<file path="src/rtl/mem_access_unit.sv">
// mem_access_unit: MEM-stage load/store sequencer for a byte-wide data memory.
// Accepts the {MemRead, MemWrite} bundle, splits word accesses into four
// big-endian byte beats, stalls the pipeline while busy and returns load data.
module mem_access_unit #(
  parameter int TIMEOUT = 16,
  parameter int ADDR_W  = 32
) (
  input  logic              clk,
  input  logic              rst,
  input  logic [3:0]        M,
  input  logic [ADDR_W-1:0] addr,
  input  logic [31:0]       wdata,
  output logic              stall,
  output logic              done,
  output logic              err,
  output logic [31:0]       rdata,
  output logic [ADDR_W-1:0] mem_addr,
  output logic [7:0]        mem_wdata,
  output logic              mem_re,
  output logic              mem_we,
  input  logic [7:0]        mem_rdata,
  input  logic              mem_ready
);

  localparam int CW = $clog2(TIMEOUT + 1);

  typedef enum logic [1:0] {
    IDLE   = 2'd0,
    ACCESS = 2'd1,
    FIN    = 2'd2
  } state_t;

  state_t       state;
  logic [1:0]   beat;
  logic [CW-1:0] wait_cnt;
  logic         is_word;
  logic [23:0]  wdata_q;  // remaining store bytes, next one in [23:16]
  logic [23:0]  rbuf;     // load bytes collected so far, newest in [7:0]

  logic [1:0] rd, wr;
  logic       cmd_word;
  logic       illegal;
  logic       last_beat;

  assign rd = M[3:2];
  assign wr = M[1:0];

  // Decode the incoming command and decide whether it can be executed.
  always_comb begin
    // NOTE: every always_comb output gets a default first so no latch is inferred.
    cmd_word = 1'b0;
    illegal  = 1'b0;
    cmd_word = ((rd | wr) == 2'b01);
    if ((rd == 2'b11) || (wr == 2'b11))  illegal = 1'b1;
    if ((rd != 2'b00) && (wr != 2'b00))  illegal = 1'b1;
    if (cmd_word && (addr[1:0] != 2'b00)) illegal = 1'b1;
  end

  assign last_beat = !is_word || (beat == 2'd3);

  // The pipeline is frozen from the cycle a command appears until FIN.
  assign stall = (state == ACCESS) || ((state == IDLE) && (M != 4'b0000));

  // Main sequencer: accept, run the byte beats, then pulse done for a cycle.
  always_ff @(posedge clk) begin
    // NOTE: sequential state uses non-blocking assignments so every register
    // samples the values from before this edge.
    if (rst) begin
      state     <= IDLE;
      beat      <= 2'd0;
      wait_cnt  <= '0;
      is_word   <= 1'b0;
      wdata_q   <= '0;
      done      <= 1'b0;
      err       <= 1'b0;
      rdata     <= '0;
      mem_addr  <= '0;
      mem_wdata <= '0;
      mem_re    <= 1'b0;
      mem_we    <= 1'b0;
    end else begin
      done <= 1'b0;
      err  <= 1'b0;
      case (state)
        IDLE: begin
          if (M != 4'b0000) begin
            beat     <= 2'd0;
            wait_cnt <= '0;
            is_word  <= cmd_word;
            if (illegal) begin
              state <= FIN;
              done  <= 1'b1;
              err   <= 1'b1;
            end else begin
              state  <= ACCESS;
              mem_re <= (rd != 2'b00);
              mem_we <= (wr != 2'b00);
              if (cmd_word) begin
                mem_addr  <= {addr[ADDR_W-1:2], 2'b00};
                mem_wdata <= wdata[31:24];
                wdata_q   <= wdata[23:0];
              end else begin
                mem_addr  <= addr;
                mem_wdata <= wdata[7:0];
                wdata_q   <= '0;
              end
            end
          end
        end

        ACCESS: begin
          if (mem_ready) begin
            wait_cnt <= '0;
            if (last_beat) begin
              state  <= FIN;
              done   <= 1'b1;
              mem_re <= 1'b0;
              mem_we <= 1'b0;
              if (mem_re) begin
                rdata <= is_word ? {rbuf, mem_rdata}
                                 : {{24{mem_rdata[7]}}, mem_rdata};
              end
            end else begin
              beat      <= beat + 2'd1;
              mem_addr  <= {mem_addr[ADDR_W-1:2], beat + 2'd1};
              mem_wdata <= wdata_q[23:16];
              wdata_q   <= {wdata_q[15:0], 8'h00};
            end
          end else if (wait_cnt == CW'(TIMEOUT - 1)) begin
            // Memory never answered this beat: abort, leave rdata untouched.
            state  <= FIN;
            done   <= 1'b1;
            err    <= 1'b1;
            mem_re <= 1'b0;
            mem_we <= 1'b0;
          end else begin
            wait_cnt <= wait_cnt + 1'b1;
          end
        end

        default: begin
          state <= IDLE;
        end
      endcase
    end
  end

  // Collect load bytes MSB-first; the final byte goes straight into rdata.
  always_ff @(posedge clk) begin
    // NOTE: rbuf is deliberately not reset; every byte is shifted in before
    // rdata ever reads it.
    if ((state == ACCESS) && mem_ready && mem_re) begin
      rbuf <= {rbuf[15:0], mem_rdata};
    end
  end

endmodule

</file>
<file path="config.mk">
export PLATFORM = sky130hd
export DESIGN_NAME = mem_access_unit
export DESIGN_NICKNAME = d
export VERILOG_FILES = /design/src/rtl/mem_access_unit.sv
export SDC_FILE = /design/constraint.sdc
export NUM_CORES = 1
export LEC_CHECK = 0
export CAP_MARGIN = 5
export CORE_MARGIN = 3
export CORE_UTILIZATION = 35
export CTS_BUF_LIST = sky130_fd_sc_hd__clkbuf_4 sky130_fd_sc_hd__clkbuf_8
export CTS_CLUSTER_DIAMETER = 120
export CTS_CLUSTER_SIZE = 8
export DETAILED_ROUTE_END_ITERATION = 10
export SYNTH_ARGS = -nofsm -noshare
export SYNTH_HDL_FRONTEND = slang
export SYNTH_SLANG_ARGS = --single-unit
</file>
<file path="constraint.sdc">
create_clock -name clk -period 2.86 [get_ports clk]
set_input_delay 0.286 -clock clk [delete_from_list [all_inputs] [get_ports clk]]
set_output_delay 0.286 -clock clk [all_outputs]
set_load 0.1 [all_outputs]
</file>
==> results by group, run 1 <==
Outcome
  – Status: complete, no violations

Global routing
  – Number of global-route vias before repair: 4846
  – GRT Util Overall: 18.6%
  – Pin count of the biggest net entering global routing: 63
  – Gr ovfl total: 0
  – First-pass GRT wire length: 24.6 mm
  – Initial antenna violation count: 0

Synthesis
  – Post-synth ARST share: 0%
  – Most frequent cell after synthesis: dfxtp_1
  – Cell taking the most area after synthesis: dfxtp_1
  – Yosys cell types: 48
  – Yosys warns: 0
  – Flops & latches, synth: 134
  – Top FF cell, synth: dfxtp_1
  – Top cell type's share of synthesized area: 40.8%
  – Cell count after synthesis: 586
  – Mean Syn Cell Area: 9.21 sq um
  – Seq/Total Area, Yosys: 54.1%
  – Syn_nets: 668
  – Ranking of synthesized cells by area: dfxtp_1 (41%), edfxtp_1 (13%), a21oi_1 (7.3%)
  – Number of synthesized flops with an enable pin: 24
  – Synth top cells by count: dfxtp_1 (110), a21oi_1 (79), nand3_1 (54)
  – Netlist Area Pre-Place: 5400 sq um

Floorplan
  – Die ar.: 16900 sq um
  – Standard-cell rows: 44
  – Chip height: 130 microns
  – Ports: 156
  – Die X: 130 microns
  – Initial Util: 36.4%
  – CORE AREA: 14800 sq um

Drt
  – Iter 0 DRT Violations: 350
  – Via density: 5.43
  – Detailed Route WL: 15.7 mm
  – Remaining antenna violation count after routing: 0
  – DRC: 0
  – Via Count: 4964
  – DR WL/cell: 17.1 microns
  – DRT Pass-1 Iters: 5

Cells and area
  – Layout area overhead: 36.0%
  – Fillers: 1404
  – Fin nets: 800
  – # diodes: 0
  – Footprint of the multi-input gates: 2200 sq um
  – Post-route cell area: 7340 sq um
  – Layout cells sized above 1: 18.9%
  – FF+latch area: 2920 sq um

Setup path
  – Worst Path Arrival: 1.97 ns
  – Critical path fanouts, max: 11
  – Critical-path top delay cell: clkdlybuf4s50_1
  – Delay-heaviest family, CP: buffers and inverters
  – Worst path depth: 4
  – Reg2reg path depth: 4
  – Worst path cell trace: clkdlybuf4s50_1, or2_2, o31a_1, buf_12
  – Crit end category: output pin
  – Startpoint class of the critical path: input port
  – CP max stage delay: 0.60 ns
  – Setup CP Type: in2out
  – Worst Path Required: 2.57 ns
  – Number of buffers and inverters on the critical path: 2

STA
  – Period utilization: 79.0%
  – Slew at the pin with the worst max-slew slack: 0.753 ns
  – Post-route setup TNS: 0 ns
  – Final hold violation count: 0
  – Crit path time final: 2.26 ns
  – Final slew viol count: 0
  – Worst Clk Skew: 0.0184 ns
  – Max transition margin: 49.7%
  – Achievable frequency: 0.442 GHz
  – RSZ-0062 raised after global routing: false
  – Final setup viols: 0

Worst hold path
  – HP Class: in2reg
  – Worst Hold Depth: 2

Place
  – Port bufs: 155
  – HPWL Detailed: 10.8 mm
  – Placed cell area: 6910 sq um
  – GPL Wtd Cong: 0.841

CTS
  – Num CTS Buffers: 17
  – Clock-pin slew on the worst setup and hold paths: 0.08 ns
  – CTS tree: yes
  – Clk_lat worst skew: 0.44 ns
  – Hold-fix buffers, CTS: 0
  – Clock root buffer: clkbuf_8
  – H-Tree Depth: 4
  – Clock buffer depth: 2
  – Post-CTS sizing: 0
  – Clk sink count: 134
  – Post-CTS setup buffer count: 0

Run
  – Max Cap Viol: 0

Power and ir drop
  – Power Dens Cells: 600 nW/um^2
  – Peak VDD IR: 331 uV
  – Total power draw: 4410 uW
  – Pleak: 0.00259 uW
[metrics by stage]
step | instances | hold slack [ns] | util, % | setup slack (ns)
after floorplan | 586 | 0.385 | - | 0.223
after CTS | 915 | 0.358 | 49.6 | 0.620
final | 915 | 0.398 | 49.6 | 0.600
after global routing | 915 | 0.376 | 49.6 | 0.553
after detailed placement | 883 | 0.440 | 46.6 | 0.375
after global placement | 883 | 0.435 | 46.6 | 0.542
[where the power goes]
part | internal, uW | switching, uW
sequential | 1970 | 31.9
combinational | 232 | 492
clock | 894 | 790
[cell type report]
class                           count  share of cell area [%]
Clock buffer                       18                    3.29
Tap cell                          184                    3.14
Inverter                            4                   0.205
Sequential cell                   134                    39.8
Timing Repair Buffer              173                    21.0
Multi-Input combinational cell    388                    29.9
Clock inverter                     14                    2.61
[layer usage]
layer / global-route usage (%) / part of all wire [%]
met5: 0 / 0
met2: 29.9 / 48
met3: 7.29 / 8.1
met1: 22.9 / 43
met4: 6.48 / 1.2
[path summary, 6_finish.rpt]
path	from	end	slack, ns
hold reg to reg	rbuf[2]	rbuf[10]	0.44
setup / recovery	M[3]	stall	0.60
hold / removal	rst	state[0]	0.40
setup reg to reg	state[0]	wait_cnt[2]	0.83
[placed cells by master (no fill, tap or decap), drive strengths merged, types with 2 or more instances in the layout]
master	n
a211oi	28
a21oi	81
a22oi	17
a311oi	17
a32oi	2
and3	4
buf	96
bufinv	3
clkbuf	18
clkdlybuf4s50	77
clkinv	6
clkinvlp	2
dfxtp	110
edfxtp	24
ha	3
inv	7
nand2	53
nand3	54
nand3b	2
nand4	2
nor2	35
nor2b	4
nor3	27
o2111ai	8
o211ai	2
o21ai	30
o31ai	2
o32ai	2
or2	2
[worst reg2reg max path, cell delays in order, from the launching register on]
cell      delay [ns]
dfxtp_1         0.52
nand2_1         0.54
nor3_1          0.48
a21oi_1         0.14
a311oi_1        0.26
[flip-flops by register name (all words and copies together), names as in the netlist, 2 cells and up]
| signal | flops |
|---|---|
| wait_cnt | 5 |
| rbuf | 24 |
| beat | 2 |
| state | 2 |
| wdata_q | 24 |
| mem_addr | 32 |
| mem_wdata | 8 |
| rdata | 32 |
[logic make-up after synthesis]
logic type / after synthesis / share of synthesized area (%)
AO/OA/AOI/OAI: 195 / 23.3
XOR/XNOR: 1 / 0.162
adder cells (fa/ha/maj): 3 / 0.695
buffers and inverters: 64 / 5.19
flip-flops: 134 / 54.1
multiplexers: 1 / 0.185
AND/OR/NAND/NOR: 188 / 16.3
(Power assumes the default switching activity.)
==> inputs of run 2 (changes only) <==
==> constraint.sdc (replaced) <==
create_clock -name clk -period 2.22 [get_ports clk]
set_input_delay 0.222 -clock clk [delete_from_list [all_inputs] [get_ports clk]]
set_output_delay 0.222 -clock clk [all_outputs]
set_load 0.1 [all_outputs]
==> results by group, run 2 (synthesis gave the netlist of run 1 again) <==
Drt
  – Remaining antenna violation count after routing: 0
  – Via Count: 5033
  – Via density: 5.41
  – DRT Pass-1 Iters: 5
  – Iter 0 DRT Violations: 305
  – DRC: 0
  – Detailed Route WL: 15.9 mm
  – DR WL/cell: 17.0 microns

Place
  – HPWL Detailed: 11.1 mm
  – GPL Wtd Cong: 0.813
  – DP Worst Slack: -0.0201 ns
  – Port bufs: 155

CTS
  – H-Tree Depth: 4
  – Clock root buffer: clkbuf_8
  – Clk sink count: 134
  – Clock buffer depth: 2
  – Num CTS Buffers: 17
  – Clock-pin slew on the worst setup and hold paths: 0.08 ns
  – CTS tree: yes
  – Post-CTS setup buffer count: 0
  – Clk_lat worst skew: 0.44 ns

STA
  – Final hold violation count: 0
  – Crit path time final: 2.08 ns
  – Period utilization: 93.9%
  – Final slew viol count: 0
  – Slew at the pin with the worst max-slew slack: 0.558 ns
  – Final setup viols: 0
  – Worst Clk Skew: 0.00734 ns
  – Final worst setup slack: 0.136 ns
  – Max transition margin: 62.8%
  – Achievable frequency: 0.480 GHz
  – RSZ-0062 raised after global routing: false

Cells and area
  – Most common cell after layout, fill and taps aside: dfxtp_1
  – Layout cells sized above 1: 20.9%
  – Layout area overhead: 38.2%
  – Regs by FF count: mem_addr (32), rdata (32)
  – Fin nets: 816
  – Fillers: 1387
  – Most frequent cells in the layout: dfxtp_1 (109), buf_4 (106), a21oi_1 (79)
  – Utilization after layout: 50.4%
  – # diodes: 0

Floorplan
  – Die ar.: 16900 sq um
  – Initial Util: 36.4%
  – CORE AREA: 14800 sq um
  – Ports: 156
  – Standard-cell rows: 44
  – Die X: 130 microns
  – Chip height: 130 microns

Global routing
  – GRT Util Overall: 18.9%
  – First-pass GRT wire length: 25.1 mm
  – Number of global-route vias before repair: 4877
  – Initial antenna violation count: 0
  – Pin count of the biggest net entering global routing: 52
  – Gr ovfl total: 0

Power and ir drop
  – Peak VDD IR: 348 uV
  – Power Dens Cells: 760 nW/um^2
  – Pleak: 0.00268 uW

Setup path
  – Crit end category: output pin
  – Critical path fanouts, max: 11
  – Worst Path Required: 2.00 ns
  – Reg2reg path depth: 6
  – Setup CP Type: in2out
  – Worst reg-to-reg setup slack: 0.36 ns
  – Startpoint class of the critical path: input port
  – Worst Path Arrival: 1.86 ns

Worst hold path
  – HP Class: in2reg
  – Worst Hold Depth: 2

Outcome
  – Status: complete, no violations

Run
  – Max Cap Viol: 0
run 2: cell types whose count changed in the layout (fill, tap and decap cells not counted), sizes merged:
cell	change
buf	+16
run 2: critical path, stage by stage:
cell and delay (ns):
clkdlybuf4s50_1 0.58, or2_2 0.47, o31a_1 0.38, buf_12 0.21
run 2: where the power goes:
part	internal, uW	leakage (uW)	switching, uW
clock	1140	0.000209	998
sequential	2530	0.00111	39.5
combinational	325	0.00136	640
total	4000	0.00268	1680
run 2: layout make-up:
class,instances,area [sq um],share of cell area [%]
Multi-Input combinational cell,388,2200,29.5
Tap cell,184,230,3.09
Timing Repair Buffer,189,1680,22.5
Clock inverter,14,175,2.35
Inverter,4,15.0,0.201
Clock buffer,18,241,3.24
Sequential cell,134,2920,39.2
run 2: worst paths after layout:
kind,startpoint,endpoint
max,M[3],stall
min,rst,beat[1]
max reg2reg,wait_cnt[0],wait_cnt[2]
min reg2reg,rbuf[9],rbuf[17]
run 2: per-stage QoR:
stage               total power (uW)  setup TNS (ns)  instance area, sq um  cells  hold slack, ns
finish                          5670               0                  7460    931           0.259
global route                    5920               0                  7460    931           0.267
CTS                             5730               0                  7460    931           0.241
detailed placement              3590         -0.0842                  7040    899           0.436
global placement                3580               0                  7040    899           0.433
floorplan                       3230               0                  5400    586           0.321
run 2: layer usage:
metal / vias up / global-route usage, % / wire length (microns)
met5: - / 0 / 0
met4: 0 / 5.81 / 184
met3: 20 / 6.96 / 1260
met2: 175 / 30.7 / 7700
met1: 2375 / 23.5 / 6710
li1: 2463 / - / -
run 2: what timing repair did:
action / 4_1_cts / 5_1_grt
hold buffers: 0 / 0
setup endpoints to repair: 0 / 1
resized for setup: 0 / 1
